--- src/rtl/soc_bus_pkg.sv ---
// Shared bus constants, rw encoding, command FSM state type and protocol byte defaults.
package soc_bus_pkg;

    localparam int ADDR_W = 32;
    localparam int DATA_W = 32;

    localparam logic RW_READ  = 1'b0;
    localparam logic RW_WRITE = 1'b1;

    localparam logic [7:0] OP_READ_DEF  = 8'h52;
    localparam logic [7:0] OP_WRITE_DEF = 8'h57;
    localparam logic [7:0] ACK_DEF      = 8'h06;
    localparam logic [7:0] NAK_DEF      = 8'h15;

    typedef enum logic [2:0] {
        IDLE = 3'd0,
        ADDR = 3'd1,
        DATA = 3'd2,
        BUS  = 3'd3,
        RESP = 3'd4
    } state_e;

endpackage

--- src/rtl/soc_uart_bus_master.sv ---
// UART byte-stream command decoder acting as a second initiator on the SoC memory bus.
//
// state | meaning
// IDLE  | waiting for an opcode byte
// ADDR  | shifting in 4 address bytes, MSB first
// DATA  | shifting in 4 write-data bytes, MSB first
// BUS   | valid held until done or timeout
// RESP  | streaming response bytes to the transmitter
module soc_uart_bus_master
    import soc_bus_pkg::*;
#(
    parameter int         TIMEOUT  = 1023,
    parameter logic [7:0] OP_READ  = OP_READ_DEF,
    parameter logic [7:0] OP_WRITE = OP_WRITE_DEF,
    parameter logic [7:0] ACK      = ACK_DEF,
    parameter logic [7:0] NAK      = NAK_DEF
) (
    input  logic              clk,
    input  logic              reset,
    input  logic [7:0]        rx_data,
    input  logic              rx_valid,
    output logic [7:0]        tx_data,
    output logic              tx_valid,
    input  logic              tx_ready,
    output logic [ADDR_W-1:0] addr,
    output logic              rw,
    output logic [DATA_W-1:0] dout,
    input  logic [DATA_W-1:0] din,
    output logic              valid,
    input  logic              done,
    output logic              busy
);

    localparam logic [15:0] TMO_LAST = 16'(TIMEOUT - 1);

    state_e              state_q, state_d;
    logic [ADDR_W-1:0]   addr_q, addr_d;
    logic [DATA_W-1:0]   dout_q, dout_d;
    logic                rw_q, rw_d;
    logic                valid_q, valid_d;
    logic                tx_valid_q, tx_valid_d;
    logic [7:0]          tx_data_q, tx_data_d;
    logic [DATA_W-1:0]   resp_q, resp_d;
    logic [1:0]          cnt_q, cnt_d;
    logic [15:0]         tmo_q, tmo_d;

    // Register all state; reset abandons any transaction without a response.
    always_ff @(posedge clk) begin
        if (reset) begin
            state_q    <= IDLE;
            addr_q     <= '0;
            dout_q     <= '0;
            rw_q       <= RW_READ;
            valid_q    <= 1'b0;
            tx_valid_q <= 1'b0;
            tx_data_q  <= '0;
            resp_q     <= '0;
            cnt_q      <= '0;
            tmo_q      <= '0;
        end else begin
            state_q    <= state_d;
            addr_q     <= addr_d;
            dout_q     <= dout_d;
            rw_q       <= rw_d;
            valid_q    <= valid_d;
            tx_valid_q <= tx_valid_d;
            tx_data_q  <= tx_data_d;
            resp_q     <= resp_d;
            cnt_q      <= cnt_d;
            tmo_q      <= tmo_d;
        end
    end

    // Next-state logic: command parsing, bus handshake/timeout and response streaming.
    // cnt counts received bytes in ADDR/DATA and remaining tx bytes in RESP.
    always_comb begin
        state_d    = state_q;
        addr_d     = addr_q;
        dout_d     = dout_q;
        rw_d       = rw_q;
        valid_d    = valid_q;
        tx_valid_d = tx_valid_q;
        tx_data_d  = tx_data_q;
        resp_d     = resp_q;
        cnt_d      = cnt_q;
        tmo_d      = tmo_q;

        case (state_q)
            IDLE: begin
                if (rx_valid) begin
                    cnt_d = 2'd0;
                    if (rx_data == OP_READ || rx_data == OP_WRITE) begin
                        rw_d    = (rx_data == OP_WRITE) ? RW_WRITE : RW_READ;
                        state_d = ADDR;
                    end else begin
                        tx_data_d  = NAK;
                        tx_valid_d = 1'b1;
                        state_d    = RESP;
                    end
                end
            end
            ADDR: begin
                if (rx_valid) begin
                    addr_d = {addr_q[ADDR_W-9:0], rx_data};
                    cnt_d  = cnt_q + 2'd1;
                    if (cnt_q == 2'd3) begin
                        if (rw_q == RW_WRITE) begin
                            state_d = DATA;
                        end else begin
                            state_d = BUS;
                            valid_d = 1'b1;
                            tmo_d   = '0;
                        end
                    end
                end
            end
            DATA: begin
                if (rx_valid) begin
                    dout_d = {dout_q[DATA_W-9:0], rx_data};
                    cnt_d  = cnt_q + 2'd1;
                    if (cnt_q == 2'd3) begin
                        state_d = BUS;
                        valid_d = 1'b1;
                        tmo_d   = '0;
                    end
                end
            end
            BUS: begin
                if (done) begin
                    valid_d    = 1'b0;
                    tx_valid_d = 1'b1;
                    state_d    = RESP;
                    if (rw_q == RW_WRITE) begin
                        tx_data_d = ACK;
                        cnt_d     = 2'd0;
                    end else begin
                        tx_data_d = din[DATA_W-1:DATA_W-8];
                        resp_d    = {din[DATA_W-9:0], 8'h00};
                        cnt_d     = 2'd3;
                    end
                end else if (tmo_q == TMO_LAST) begin
                    valid_d    = 1'b0;
                    tx_valid_d = 1'b1;
                    tx_data_d  = NAK;
                    cnt_d      = 2'd0;
                    state_d    = RESP;
                end else begin
                    tmo_d = tmo_q + 16'd1;
                end
            end
            RESP: begin
                if (tx_ready) begin
                    if (cnt_q == 2'd0) begin
                        tx_valid_d = 1'b0;
                        state_d    = IDLE;
                    end else begin
                        tx_data_d = resp_q[DATA_W-1:DATA_W-8];
                        resp_d    = {resp_q[DATA_W-9:0], 8'h00};
                        cnt_d     = cnt_q - 2'd1;
                    end
                end
            end
            default: state_d = IDLE;
        endcase
    end

    assign addr     = addr_q;
    assign dout     = dout_q;
    assign rw       = rw_q;
    assign valid    = valid_q;
    assign tx_valid = tx_valid_q;
    assign tx_data  = tx_data_q;
    assign busy     = (state_q != IDLE);

endmodule

--- config.mk ---
export PLATFORM = sky130hd
export DESIGN_NAME = soc_uart_bus_master
export DESIGN_NICKNAME = d
export VERILOG_FILES = /design/src/rtl/soc_bus_pkg.sv /design/src/rtl/soc_uart_bus_master.sv
export SDC_FILE = /design/constraint.sdc
export NUM_CORES = 1
export LEC_CHECK = 0
export CORE_MARGIN = 1.5
export CORE_UTILIZATION = 50
export DETAILED_ROUTE_END_ITERATION = 12
export GPL_ROUTABILITY_DRIVEN = 1
export PLACE_DENSITY = 0.81
export SLEW_MARGIN = 20
export SYNTH_ARGS = -nofsm -noshare
export SYNTH_HDL_FRONTEND = slang
export SYNTH_SLANG_ARGS = --single-unit
--- constraint.sdc ---
create_clock -name clk -period 2.1 [get_ports clk]
set_input_delay 0.315 -clock clk [delete_from_list [all_inputs] [get_ports clk]]
set_output_delay 0.315 -clock clk [all_outputs]
set_load 0.01 [all_outputs]
Word-level counts from Yosys, hierarchy flattened --
Index checks and enable logic that the tools add are counted.
Operators by class: add/sub/neg operators 3, equality and inequality tests 24, muxes and demuxes 57, reductions and logical operators 19
Operators with widths (number):
- $mux 32 | 4
- $mux 16 | 7
- $pmux 32 s2 | 1
- $mux 8 | 7
- $pmux 16 s3 | 1
- $mux 3 | 10
- $ne 2x2->1 const B | 14
- $pmux 8 s3 | 1
- $reduce_and 6->1 | 3
- $add 16x1->16 const B | 1
- $eq 16x10->1 const B | 1
- $eq 8x7->1 const B | 2
- $reduce_and 8->1 | 2
- $mux 1 | 15
- $pmux 3 s5 | 1
- $mux 2 | 7
- $reduce_bool 3->1 | 3
- $pmux 2 s4 | 1
- $reduce_and 7->1 | 1
- $eq 3x2->1 const B | 2
- $pmux 1 s3 | 2
- $reduce_and 5->1 | 1
- $reduce_and 2->1 | 2
- $reduce_bool 4->1 | 1
- 13 further kinds | 13
Storage, ports and cells: register bits 128, bits of input ports 45, output and inout bits 76

Longest topological paths before layout --
Gate-level depths: netlist of the first run.
depth in word-level cells 5, depth in mapped cells 9

Worst setup path after synthesis of the first run --
OpenSTA, ideal clock, no wires.
path kind reg-to-reg, from register tmo_q[0], to register tx_data_q[3], in the netlist tx_data[3], arrival time 1697 ps, data required time 2012 ps, setup slack 315 ps, stages on the path, launching flop included 9, buffers on the path 1, period minus slack after synthesis 1785 ps, path through dfxtp_1 inv_1 ha_1 nor4b_4 nand4_4 a221oi_4 buf_6 a21oi_1 a311oi_2
On the way: word-level cells in the longest chain between the ends 3
RTL lines:
- start, declared | line soc_uart_bus_master.sv:45 | logic [15:0] tmo_q, tmo_d;
- start signal, assigned | line soc_uart_bus_master.sv:70 | tmo_q <= tmo_d;
- $eq 16x10->1 | line soc_uart_bus_master.sv:141 | end else if (tmo_q == TMO_LAST) begin
- $ne 3x3->1 (no source line)
- $reduce_and 6->1 (no source line)
- end signal, assigned | line soc_uart_bus_master.sv:67 | tx_data_q <= tx_data_d;
- end, declared | line soc_uart_bus_master.sv:42 | logic [7:0] tx_data_q, tx_data_d;
Every way passes these cells. A chain may end at the register's enable or synchronous reset.

Worst setup path in the final report of the first run --
from register state_q[2], to output port busy
On the way: word-level cells in the longest chain between the ends 1
RTL lines:
- start, declared | line soc_uart_bus_master.sv:36 | state_e state_q, state_d;
- start signal, assigned | line soc_uart_bus_master.sv:61 | state_q <= state_d;
- $reduce_bool 3->1 | line soc_uart_bus_master.sv:173 | assign busy = (state_q != IDLE);
- end, declared | line soc_uart_bus_master.sv:31 | output logic busy
Every way passes these cells.

==> results of run 1 <==
metal layers:
layer	up-vias	GRT usage [%]	share of wire (%)
met2	174	44.9	51
met5	-	0	0
met1	2521	32.0	42
met3	26	6.18	5.8
met4	0	10.6	1.5
li1	2560	-	-
worst max-delay path: cells and delay by family, from the launching register on:
kind	cells	cell delay, ns
buffers and inverters	3	0.61
DFF	1	0.35
and+or+nand+nor	1	0.25
report_power, final:
| group | leakage (nW) | total (mW) | internal, mW | switching [mW] |
|---|---|---|---|---|
| Sequential | 0.970 | 2.37 | 2.33 | 0.0376 |
| Clock | 0.319 | 3.27 | 2.23 | 1.03 |
| Combinational | 1.27 | 0.549 | 0.270 | 0.279 |
path summary, 6_finish.rpt:
| check | end | cells past startpoint |
|---|---|---|
| setup / recovery | busy | 4 |
| hold / removal | valid$_SDFFE_PP0P_ | 2 |
| setup reg to reg | tx_data[5]$_SDFFE_PP0P_ | 8 |
| hold reg to reg | resp_q[10]$_SDFFE_PP0P_ | 2 |
cell type report:
type                       count  area (um2)
clock buffer                  21         449
inverter                       6        22.5
sequential                   120        2400
multi-input combinational    479        2620
timing repair buffer         164        1580
tap                          136         170
fill                         722        2770
clock inverter                11         218
cells by family (layout without fill, tap and decap cells):
group / Yosys count / after routing / synth area share, %
flops: 120 / 120 / 45.8
mux: 6 / 6 / 1.15
compound gates: 168 / 168 / 20.6
xor+xnor: 4 / 4 / 0.668
buf+inv: 57 / 202 / 4.75
simple gates: 299 / 299 / 26.5
fa+ha+maj: 2 / 2 / 0.477
through the flow:
step	worst slack, ns	setup TNS [ns]	util, %
floorplan	0.315	0	-
global placement	-0.289	-2.89	66.2
detailed placement	-0.410	-5.12	66.2
CTS	0.0339	0	72.9
global route	-0.0174	-0.0276	73.0
finish	0.0595	0	73.0
layout by cell type, fill, tap and decap left out, types with 5 or more instances in the layout:
cell and n:
nand2_1 190, dfxtp_1 118, clkdlybuf4s50_1 118, a21oi_1 94, buf_4 41, nor2_1 31
nand3_1 18, o21ai_0 17, a311oi_1 16, clkbuf_16 16, o31ai_1 11, or4_1 10
inv_1 6, mux2i_1 6, nand4_1 6, bufinv_16 6, nor2b_1 5
flip-flops by register name, indices dropped and copies added (netlist names), 2 cells and up:
name	count
tx_data	8
dout	32
tmo_q	16
addr	32
cnt_q	2
state_q	3
resp_q	24
timing repair:
action / CTS / global route
hold buffers: 0 / 0
setup endpoints to repair: 16 / 21
endpoints found under the hold margin: 0 / 0
buffers inserted: 0 / 0
resized for setup: 4 / 5
==> metrics.yaml, run 1 <==
placed_area_um2: 6780
cts_tree: "built"
path_max_fanout: 14
drt-initial-drc-count: 371
r2r-start: "tmo_q[0]$_SDFFE_PP0P_"
die_y_um: 105
ir_drop_mv: 0.741
rsz0062_at_grt: "true"
wl_um: 14600
grt_max_degree: 41
cts-root-buf: "clkbuf_8"
synth_top_area_share_pct: 45.8
power_density_nw_per_um2: 828
status: "finished, final reports clean"
hold_viol: 0
whs_ns: 0.225
seq_area_frac_synth_pct: 45.8
drv_cap: 0
cts.sinks: 120
htree_levels: 4
slowest_delay_ns: 0.35
syn_nets: 703
synth_ff_type: "dfxtp_1"
ant_nets: 0
syn_area_um2: 5240
path_cells: "buf_4, nor3_4, inv_1, dlygate4sd2_1"
yosys_register_bits: 120
antenna_found_initial: 0
startpoint: "state_q[2]$_SDFFE_PP0P_"
dp.cells: 905
crit_path_end_kind: "primary output"
fmax_ghz: 0.490
worstPathArrival_ns: 1.73
rows: 37
total_leakage_power_nw: 2.56
synthCells: 656
hp-class: "in -> reg"
fin_crit_sh_pct: 97.2
core_um2: 10200
synth_warnings: 0
synth_top_cell_by_area: "dfxtp_1"
dr.pass1.iters: 5
cts-root-to-sink-buffers: 2
area_growth_pct: 42.4
final-setup-viol-count: 0
worst-r2r-setup-slack_ns: 0.08
portBuffers: 120
clk_latency_ns: 0.52
fin_area_um2: 7460
grt_first_pass_wirelength_um: 23600
drc: 0
crit_required_ns: 1.78
grt_usage_pct: 26.3
cp_slowest_cell: "dfxtp_2"
start_util_pct: 51.2
layout.nets: 835
ys_types: 60
min-delay-start: "reset"
io_pins: 121
clk_pin_slew_ns: 0.06
worst_slew_pin_slew_ns: 0.754
startpoint_type: "register"
viasPerCell: 5.64
post-dp-hpwl_um: 9510
synth_edf_count: 0
async_reset_ff_share_pct: 0
crit_type: "reg -> out"
chipWidth_um: 105
gp_congestion: 0.875
num_vias: 5281
drive_above_1_share_pct: 12.7
synth.most_common_cell: "nand2_1"
numCtsBuffers: 17
final_max_slew_viol_count: 0
stdcell_count: 937
synth_area_leaders: "dfxtp_1 46%, nand2_1 14%, a21oi_1 9.1%"
fin_skew_ns: 0.00655
n_antenna_cell: 0
slew_headroom_pct: 49.7
synth_top_cells_by_count: "190 x nand2_1, 120 x dfxtp_1, 95 x a21oi_1"
die_area_um2: 11100
fin_total_pwr_mw: 6.18
route.detailed.wl_per_inst_um: 15.6
grt-ovfl-total: 0
finalCriticalPeriod_ns: 2.04
syn_area_per_cell_um2: 7.99
grt_pass1_vias: 4972
(Power assumes the default switching activity.)
==> run 2: changes to the inputs <==
CORE_ASPECT_RATIO = 0.75   (was unset)
CORE_UTILIZATION = 45   (was 50)
PLACE_DENSITY = 0.77   (was 0.81)
SKIP_LAST_GASP = 1   (was unset)
clock period = 1.7 ns   (was 2.1 ns; I/O delays follow)
==> run 2 against run 1 <==
Effect of this change:
- critical endpoint is now tx_data[5]$_SDFFE_PP0P_
- clock power grew 20%
- combinational power grew 71%
- via count grew 8.0%
- global-route usage shrank 0.83 points
- critical path depth grew 4
- power grew 26%
- flip-flop and latch count is the same
- the run now ends with negative setup slack left
- setup slack lost 0.25 ns
- highest routed layer unchanged
- largest cell class unchanged
- count of clock-buffer cells in the layout shrank 1
- non-clock buffer count grew 68
- final area grew 14%
- sequential share of layout area shrank 3.9 points
- largest power group unchanged
==> metrics.yaml, run 2 (synthesis results as in run 1) <==
wl_um: 17400
ant_nets: 0
antenna_found_initial: 0
crit_type: "reg -> reg"
hold_buffers: 0
die_area_um2: 12300
finalCriticalPeriod_ns: 1.89
core_um2: 11100
portBuffers: 120
drive_above_1_share_pct: 26.0
drv_cap: 0
setup_ws_ns: -0.188
rsz0062_at_grt: "true"
whs_ns: 0.0896
final_max_slew_viol_count: 0
intPower_mw: 5.95
area_growth_pct: 62.6
io_pins: 121
p_comb_share_pct: 12.1
fin_crit_sh_pct: 111
chipWidth_um: 128
cts_tree: "built"
crit_required_ns: 2.02
grt_usage_pct: 25.5
route.detailed.wl_per_inst_um: 17.2
htree_levels: 4
dpl_worst_slack_ns: -0.800
viasPerCell: 5.65
grt_pass1_vias: 5239
startpoint_type: "register"
status: "complete, but fails checks"
gp_congestion: 0.860
violations: "negative setup slack"
drt-initial-drc-count: 446
p_sw_mw: 1.81
power_frac_seq_pct: 37.6
p_sw_share_pct: 23.3
numCtsBuffers: 17
hold_viol: 0
cts.sinks: 120
final_cell_mix: "188 x nand2_1, 117 x clkdlybuf4s50_1, 116 x dfxtp_1"
fmax_ghz: 0.530
path_max_fanout: 5
drc: 0
grt_max_degree: 68
fin_skew_ns: 0.0123
filler_cell_count: 758
slew_headroom_pct: 68.1
start_util_pct: 47.0
worst_slew_pin_slew_ns: 0.478
clkPwrFrac_pct: 50.4
setup-tns-final_ns: -3.44
cts-root-to-sink-buffers: 2
clk_pin_slew_ns: 0.06
dr.pass1.iters: 5
cts-root-buf: "clkbuf_16"
num_vias: 5704
power_density_nw_per_um2: 910
final_common_cell: "nand2_1"
multi_input_area_um2: 2930
layout.nets: 903
post-dp-hpwl_um: 9700
crit_path_end_kind: "register"
regArea_um2: 2410
rows: 33
total_leakage_power_nw: 3.04
grt-ovfl-total: 0
hp-class: "in -> reg"
n_antenna_cell: 0
die_y_um: 96.5
utilization_pct: 76.5
clk_latency_ns: 0.41
ir_drop_mv: 0.796
grt_first_pass_wirelength_um: 24900
fin_total_pwr_mw: 7.76
worstPathArrival_ns: 2.21
final-setup-viol-count: 37
-- run 2: layer usage --
metal  vias to the layer above  track usage, %  share of wire [%]
met5                         -               0                  0
met4                         0            6.84               0.99
met3                        20            6.06                6.7
met2                       254            44.7                 51
met1                      2729            31.8                 42
li1                       2701               -                  -
-- run 2: path summary, 6_finish.rpt --
kind	start	endpoint	slack, ns	cells past startpoint
worst min-delay path	reset	valid$_SDFFE_PP0P_	0.09	2
worst min register to register	dout[31]$_SDFFE_PP0P_	dout[31]$_SDFFE_PP0P_	0.46	2
worst max register to register	tmo_q[0]$_SDFFE_PP0P_	tx_data[5]$_SDFFE_PP0P_	-0.19	8
worst max-delay path	tmo_q[0]$_SDFFE_PP0P_	tx_data[5]$_SDFFE_PP0P_	-0.19	8
-- run 2: final cells by class --
class	instances	area share, %
sequential	120	28.3
clock buffer	20	5.12
multi-input combinational	479	34.3
tap	140	2.05
inverter	6	0.264
timing repair buffer	232	27.6
clock inverter	12	2.32
-- run 2: repair_timing --
item,in CTS,in global routing
gates resized for setup,34,57
gates cloned,6,7
setup buffers,21,8
pin swaps,14,31
endpoints found under the setup margin,46,86
-- run 2: power by group through the flow --
| stage | clock (mW) | sequential (mW) | combinational [mW] |
|---|---|---|---|
| 2_1_floorplan | 0 | 2.98 | 0.383 |
| 3_3_place_gp | 0 | 2.97 | 0.708 |
| 3_5_place_dp | 0 | 2.97 | 0.721 |
| 4_1_cts | 3.94 | 2.91 | 0.822 |
| 5_1_grt | 4.07 | 2.92 | 0.993 |
| 6_report | 3.91 | 2.92 | 0.938 |
-- run 2: per-stage QoR --
step / area (um2) / instances
finish: 8530 / 1009
global route: 8530 / 1009
CTS: 8080 / 994
detailed placement: 7060 / 936
global placement: 7060 / 936
floorplan: 5300 / 656
-- run 2: critical path, stage by stage, from the launching register on --
cell      delay [ns]
dfxtp_2         0.32
inv_2           0.08
ha_4            0.13
nor4b_4         0.25
nand4_4         0.15
a221oi_4        0.42
buf_6           0.19
a21oi_2         0.06
a311oi_2        0.19
==> run 3: changes to the inputs <==
CAP_MARGIN = 10   (was unset)
CELL_PAD_IN_SITES_DETAIL_PLACEMENT = 0   (was unset)
CELL_PAD_IN_SITES_GLOBAL_PLACEMENT = 2   (was unset)
CORE_UTILIZATION = 26   (was 45)
CTS_CLUSTER_DIAMETER = 30   (was unset)
==> run 3 against run 2 <==
Effect of this change:
- the flow still finishes with violations (negative setup slack)
- sequential power about the same
- clock power down 8.2%
- flip-flop and latch count unchanged
- global-route usage down 10 points
- power down 4.7%
- first-iteration DRC count down 22%
- wire length down 4.2%
- critical path depth unchanged
- fmax up 3.4%
- clock skew up 0.00081 ns
- sequential share of layout area up 0.41 points
- non-clock buffer count down 8
==> metrics.yaml, run 3 (synthesis results as in run 1) <==
status: "complete, but fails checks"
violations: "negative setup slack"
startpoint_type: "register"
final_cell_mix: "189 x nand2_1, 117 x clkdlybuf4s50_1, 115 x dfxtp_1"
antenna_found_initial: 0
drt-initial-drc-count: 350
worstPathArrival_ns: 2.16
path_max_fanout: 5
core_um2: 19500
fin_crit_sh_pct: 107
grt_usage_pct: 15.1
fin_skew_ns: 0.0131
grt_max_degree: 51
drive_above_1_share_pct: 23.9
crit_required_ns: 2.03
n_antenna_cell: 0
hold_buffers: 0
path_cells: "inv_2, ha_4, nor4b_4, nand4_4, a221oi_4, buf_6, a21oi_2, a311oi_2"
dpl_worst_slack_ns: -0.389
filler_cell_count: 1916
htree_levels: 4
utilization_pct: 43.1
io_pins: 121
num_vias: 5297
worst_slew_pin_slew_ns: 0.477
rsz0062_at_grt: "true"
grt-ovfl-total: 0
grt_first_pass_wirelength_um: 25400
area_growth_pct: 60.5
total_leakage_power_nw: 2.95
power_density_nw_per_um2: 879
finalCriticalPeriod_ns: 1.83
wl_met2_um: 7330
layout.nets: 895
dr.pass1.iters: 6
drc: 0
top_layer_used: "met4"
met1_length_um: 8210
viasPerCell: 4.75
hp-class: "in -> reg"
chipWidth_um: 167
rows: 44
cts_tree: "built"
met3_length_um: 1000
numCtsBuffers: 17
post-dp-hpwl_um: 10800
fin_total_pwr_mw: 7.40
cts.sinks: 120
grt_pass1_vias: 4945
slew_headroom_pct: 68.0
drv_cap: 0
crit_path_end_kind: "register"
final_max_slew_viol_count: 0
route.detailed.wl_per_inst_um: 15.0
clk_latency_ns: 0.43
final-setup-viol-count: 31
start_util_pct: 26.8
cp_slowest_cell: "a221oi_4"
ir_drop_mv: 0.523
die_area_um2: 21000
setup_ws_ns: -0.127
crit_family: "compound AO/OA/AOI/OAI gates"
path_buf_inv: 2
hold_viol: 0
gp_congestion: 0.849
slowest_delay_ns: 0.41
crit_type: "reg -> reg"
portBuffers: 120
ant_nets: 0
cts-root-buf: "clkbuf_16"
wl_um: 16700
clk_pin_slew_ns: 0.06
final_common_cell: "nand2_1"
cts-root-to-sink-buffers: 2
die_y_um: 126
fmax_ghz: 0.547
-- run 3: cell count changes in the layout (fill, tap and decap cells not counted), moves of 6 or more --
cell / before / now
buf_4: 83 / 77
buf_6: 8 / 15
nand3_1: 10 / 17
nand3_2: 7 / 0
nor2_2: 6 / 0
-- run 3: where the power goes --
| part | leakage, nW | switching [mW] | total (mW) | internal, mW |
|---|---|---|---|---|
| Sequential | 0.972 | 0.0499 | 2.92 | 2.87 |
| Clock | 0.275 | 1.35 | 3.59 | 2.23 |
| Combinational | 1.71 | 0.429 | 0.889 | 0.460 |
-- run 3: through the flow --
stage	cell area (um2)	hold slack, ns	setup TNS (ns)	cells
3_3_place_gp	7290	0.443	-18.33	1058
3_5_place_dp	7290	0.447	-20.27	1058
4_1_cts	7990	0.259	-3.48	1097
2_1_floorplan	5300	0.391	-0.376	656
6_report	8420	0.282	-2.33	1114
5_1_grt	8420	0.297	-7.17	1114
-- run 3: final cells by class --
type                            count  area, um2  share of cell area (%)
Multi-Input combinational cell    479       2880                    34.2
Inverter                            6       22.5                   0.268
Clock buffer                       21        460                    5.47
Timing Repair Buffer              224       2200                    26.2
Clock inverter                     11        123                    1.46
Tap cell                          253        317                    3.76
Sequential cell                   120       2420                    28.7
-- run 3: routing by layer --
layer  vias up  GRT usage (%)
li1       2689              -
met1      2464           20.9
met2       132           22.4
met3        12           4.71
met4         0           4.71
met5         -              0
-- run 3: worst paths after layout --
kind	startpoint	end	slack, ns	cells past startpoint
hold reg to reg	tx_data[2]$_SDFFE_PP0P_	tx_data[2]$_SDFFE_PP0P_	0.45	2
setup / recovery	tmo_q[0]$_SDFFE_PP0P_	tx_data[7]$_SDFFE_PP0P_	-0.13	8
hold / removal	reset	valid$_SDFFE_PP0P_	0.28	2
setup reg to reg	tmo_q[0]$_SDFFE_PP0P_	tx_data[7]$_SDFFE_PP0P_	-0.13	8
-- run 3: what timing repair did --
action,CTS,global route
endpoints found under the setup margin,84,68
gates cloned,1,6
pin swaps,7,27
buffers inserted,6,12
gates resized for setup,20,66
